File: src/rtl/sum_accumulator_pkg.sv
// Shared definitions for the adder stage and the block accumulator behind it.
package sum_accumulator_pkg;

  // Block accumulator state: collecting samples, or holding a finished total.
  typedef enum logic {
    ACCUM = 1'b0,
    HOLD  = 1'b1
  } acc_state_e;

  // Default widths, shared with the registered ripple-carry adder stage.
  localparam int IN_W_DEF  = 4;
  localparam int ACC_W_DEF = 6;

  // Largest value representable in an unsigned field of the given width.
  function automatic logic [31:0] sat_max(input int width);
    return (32'd1 << width) - 32'd1;
  endfunction

endpackage

File: src/rtl/sum_accumulator_sat_add.sv
// Combinational saturating adder: accumulator plus one (IN_W+1)-bit sample,
// clamped at the accumulator's all-ones value.
module sat_add
  import sum_accumulator_pkg::*;
#(
  parameter int IN_W  = IN_W_DEF,
  parameter int ACC_W = ACC_W_DEF
) (
  input  logic [ACC_W-1:0] acc,
  input  logic [IN_W:0]    sample,
  output logic [ACC_W-1:0] sum,
  output logic             sat
);

  // One guard bit above the accumulator is enough to see any overflow,
  // as long as the sample is no wider than the accumulator.
  localparam int SUM_W = ACC_W + 1;
  localparam logic [SUM_W-1:0] MAX_VAL = SUM_W'(sat_max(ACC_W));

  logic [SUM_W-1:0] raw_s;

  // Widen both operands, add, and clamp if the result exceeds the maximum.
  always_comb begin
    raw_s = SUM_W'(acc) + SUM_W'(sample);
    if (raw_s > MAX_VAL) begin
      sum = MAX_VAL[ACC_W-1:0];
      sat = 1'b1;
    end else begin
      sum = raw_s[ACC_W-1:0];
      sat = 1'b0;
    end
  end

endmodule

File: src/rtl/sum_accumulator.sv
// Block accumulator: sums BLOCK_LEN adder results into a saturating total and
// offers the total on a valid/ready handshake, stalling the producer meanwhile.
module sum_accumulator
  import sum_accumulator_pkg::*;
#(
  parameter int IN_W      = IN_W_DEF,
  parameter int ACC_W     = ACC_W_DEF,
  parameter int BLOCK_LEN = 4
) (
  input  logic             clk,
  input  logic             rst,
  input  logic             clr,
  input  logic             in_valid,
  output logic             in_ready,
  input  logic [IN_W-1:0]  sum_in,
  input  logic             cout_in,
  output logic [ACC_W-1:0] acc_out,
  output logic             ovf,
  output logic             out_valid,
  input  logic             out_ready
);

  localparam int CNT_W = $clog2(BLOCK_LEN);
  localparam logic [CNT_W-1:0] LAST_CNT = CNT_W'(BLOCK_LEN - 1);

  acc_state_e       state_r;
  acc_state_e       state_nxt_s;
  logic [ACC_W-1:0] acc_r;
  logic [ACC_W-1:0] sum_s;
  logic [CNT_W-1:0] cnt_r;
  logic             ovf_r;
  logic             sat_s;
  logic             accept_s;
  logic             last_s;

  sat_add #(
    .IN_W  (IN_W),
    .ACC_W (ACC_W)
  ) u_sat_add (
    .acc    (acc_r),
    .sample ({cout_in, sum_in}),
    .sum    (sum_s),
    .sat    (sat_s)
  );

  // in_ready comes from the state register only, so accept has no path from out_ready.
  assign accept_s = in_valid && in_ready;
  assign last_s   = (cnt_r == LAST_CNT);
  assign acc_out  = acc_r;
  assign ovf      = ovf_r;

  // State register; rst and clr both return to collecting.
  always_ff @(posedge clk) begin
    if (rst) begin
      state_r <= ACCUM;
    end else begin
      state_r <= state_nxt_s;
    end
  end

  // Next state: the final sample of a block enters HOLD, a taken total leaves it.
  always_comb begin
    state_nxt_s = state_r;
    if (clr) begin
      state_nxt_s = ACCUM;
    end else begin
      case (state_r)
        ACCUM: begin
          if (accept_s && last_s) begin
            state_nxt_s = HOLD;
          end else begin
            state_nxt_s = ACCUM;
          end
        end
        HOLD: begin
          if (out_ready) begin
            state_nxt_s = ACCUM;
          end else begin
            state_nxt_s = HOLD;
          end
        end
        default: state_nxt_s = ACCUM;
      endcase
    end
  end

  // Handshake outputs decoded purely from the current state.
  always_comb begin
    in_ready  = 1'b1;
    out_valid = 1'b0;
    case (state_r)
      ACCUM: begin
        in_ready  = 1'b1;
        out_valid = 1'b0;
      end
      HOLD: begin
        in_ready  = 1'b0;
        out_valid = 1'b1;
      end
      default: begin
        in_ready  = 1'b1;
        out_valid = 1'b0;
      end
    endcase
  end

  // Datapath: accumulate accepted samples, freeze in HOLD, clear once the total is taken.
  always_ff @(posedge clk) begin
    if (rst || clr) begin
      acc_r <= '0;
      cnt_r <= '0;
      ovf_r <= 1'b0;
    end else if (state_r == HOLD) begin
      if (out_ready) begin
        acc_r <= '0;
        ovf_r <= 1'b0;
      end
    end else if (accept_s) begin
      acc_r <= sum_s;
      ovf_r <= ovf_r | sat_s;
      cnt_r <= last_s ? '0 : cnt_r + CNT_W'(1);
    end
  end

endmodule

File: config.mk
export PLATFORM = sky130hd
export DESIGN_NAME = sum_accumulator
export DESIGN_NICKNAME = d
export VERILOG_FILES = /design/src/rtl/sum_accumulator_pkg.sv /design/src/rtl/sum_accumulator_sat_add.sv /design/src/rtl/sum_accumulator.sv
export SDC_FILE = /design/constraint.sdc
export NUM_CORES = 1
export LEC_CHECK = 0
export CORE_MARGIN = 3
export CORE_UTILIZATION = 44
export DETAILED_ROUTE_END_ITERATION = 16
export PLACE_DENSITY = 0.76
export SETUP_SLACK_MARGIN = 0.02
export SYNTH_ARGS = -nofsm -noshare
export SYNTH_HDL_FRONTEND = slang
export SYNTH_SLANG_ARGS = --single-unit
File: constraint.sdc
create_clock -name clk -period 2.1 [get_ports clk]
set_input_delay 0.525 -clock clk [delete_from_list [all_inputs] [get_ports clk]]
set_output_delay 0.525 -clock clk [all_outputs]
set_load 0.01 [all_outputs]
==> flow_metrics.tcl <==
set metrics [dict create \
    run_status "finished clean" \
    cts_tree "built" \
    start_util_pct 51.4 \
    crit_start "sum_in[1]" \
    hold-path-endpoint "cnt_r[1]" \
    drc_errors 0 \
    dp_hpwl_mm 1.13 \
    required_ns 2.27 \
    coreArea_sq_um 1200 \
    area_growth_pct 52.7 \
    setup_violations 0 \
    fin_crit_sh_pct 95.8 \
    r2r-end "acc_out[1]" \
    synth_area_per_cell_sq_um 8.45 \
    cts_root_buf "clkbuf_4" \
    crit_path_end_kind "flip-flop" \
    numCtsBuffers 3 \
    rsz0062_at_grt "false" \
    gp_congestion 0.765 \
    dieArea_sq_um 1890 \
    grt_pass1_vias 597 \
    slew_headroom_pct 79.0 \
    r2r_setup_slack_ns 0.38 \
    r2r_cells 8 \
    worst_path_dominant_cell_family "simple AND/OR/NAND/NOR gates" \
    yosys.area.top_type "dfxtp_1" \
    criticalPathCategory "in2reg" \
    viasPerCell 5.57 \
    mostFrequentLayoutCells "clkdlybuf4s50_1, dfxtp_1, buf_4" \
    path_buf_inv 1 \
    port_buffers 18 \
    worstSetupStartpointType "primary input" \
    wirelength_mm 1.57 \
    crit_chain "clkdlybuf4s50_1 -> ha_1 -> a211oi_2 -> nor3b_1 -> or4_1 -> o311a_1" \
    synth_area_leaders "dfxtp_1, ha_1, a21oi_1, nor2_1, nand2_1" \
    p_per_area_nw_per_um2 509 \
    whs_path_depth 2 \
    die_w_um 43.4 \
    finalMaxSlewViolations 0 \
    numClockSinks 10 \
    die_h_um 43.4 \
    cts_htree_levels 1 \
    synth_area_sq_um 617 \
    fin_skew_ns 0.00826 \
    num_antenna_cells 0 \
    clk_pin_slew_worst_paths_ns 0.08 \
    ioPinCount 19 \
    holdCritStartpoint "cnt_r[1]" \
    yosys.cell_types.count 31 \
    max_stage_delay_ns 0.44 \
    synth-async-reset-ratio_pct 0 \
    ys_ff_latch 10 \
    worst_pin_slew_ns 0.315 \
    cp_data_arrival_time_ns 2.18 \
    grt_max_degree 9 \
    rr_startpoint "acc_out[0]" \
    antenna_found_initial 0 \
    max_freq_ghz 0.497 \
    final.min_clock_period_ns 2.01 \
    grt-ovfl-total 0 \
    cts_hold_buf 0 \
    drt_iter0_markers 12 \
    power_leakage_nw 0.393 \
    synth.top_cell.area_share_pct 32.5 \
    synth_edf_count 0 \
    wire_per_inst_um 13.4 \
    min_path_type "reg2reg" \
    grt.total_usage_pct 18.9 \
    syn-instance-count 73 \
    hold_ws_ns 0.466 \
    finalHoldViolCount 0 \
    drive_gt1_share_pct 21.4 \
    via_count 652 \
    final_nets 121 \
    worstSkewPairLatency_ns 0.27 \
    p_total_mw 0.479 \
    grt_pass1_wl_mm 2.70 \
    syn_nets 90 \
    drt_pre_antenna_iters 4 \
    ir_drop_v 0.000380 \
    crit_fanout 3 \
    final_common_cell "clkdlybuf4s50_1" \
    ant_nets 0 \
    crit_slowest_cell "clkdlybuf4s50_1" \
    ys_seq_area_share_pct 32.5 \
    synthFlopType "dfxtp_1" \
    final_util_pct 78.4 \
    core.rowCount 12 \
    clockBufferDepth 2 \
    yosys_warnings 0 \
    drv_cap 0 \
]
==> area by class of cell <==
type                       count  area [sq um]
tap                           14          17.5
fill                          87           259
multi-input combinational     56           412
timing repair buffer          28           258
clock buffer                   4          36.3
inverter                       5          18.8
sequential                    10           200
==> Yosys cell counts (2+ instances only) <==
cell       n
nor2_1     8
dfxtp_1   10
a32oi_1    2
ha_1       6
nand2b_1   3
a211oi_1   2
inv_1      5
a21oi_1    9
nand2_1    6
==> state kept, by name (all words and copies together), names as in the netlist <==
signal	flops
acc_out	6
cnt_r	2
ovf	1
state_r	1
==> worst register-to-register path: stages (launching register included) <==
cell and delay, ns:
dfxtp_1 0.36, ha_2 0.19, inv_1 0.05, fa_2 0.36
nand2b_4 0.16, a21oi_2 0.12, buf_4 0.14, a32oi_2 0.09
a21oi_1 0.18
==> report_power, final <==
part,switching (mW),internal [mW]
registers,0.00463,0.195
clock network,0.0752,0.105
logic,0.0438,0.0557
==> what timing repair did <==
action / in CTS / in global routing
pin swaps: 3 / 3
setup endpoints to repair: 6 / 5
resized for setup: 4 / 3
buffers inserted: 1 / 2
==> logic make-up after synthesis <==
| kind of cell | share of synthesized area [%] |
|---|---|
| buf+inv | 5.48 |
| compound gates | 22.7 |
| simple gates | 22.5 |
| xor+xnor | 1.42 |
| fa+ha+maj | 15.4 |
| flops | 32.5 |
==> per-stage QoR <==
step           TNS (ns)  setup slack (ns)  cell area [sq um]  std cells
2_1_floorplan         0             0.240                617         73
4_1_cts               0            0.0219                916        115
3_5_place_dp      -2.24            -0.349                852        110
6_report              0            0.0890                942        117
3_3_place_gp      -1.93            -0.304                852        110
5_1_grt               0            0.0178                942        117
==> worst max-delay path by stage <==
| stage | endpoint | slack, ns | cells after the start |
|---|---|---|---|
| 6_report | acc_out[5] | 0.09 | 6 |
| 5_1_grt | acc_out[1] | 0.02 | 8 |
| 4_1_cts | acc_out[4] | 0.02 | 9 |
| 3_5_place_dp | acc_out[1] | -0.35 | 9 |
| 3_3_place_gp | acc_out[3] | -0.30 | 9 |
| 2_1_floorplan | acc_out[3] | 0.24 | 7 |
==> routing by layer <==
metal | global-route usage (%) | share of wire (%)
met5 | 0 | 0
met4 | 1.81 | 0.70
met3 | 7.88 | 5.3
met2 | 30.7 | 46
met1 | 24.3 | 48
Note: power is estimated with default switching activity, not from simulation.
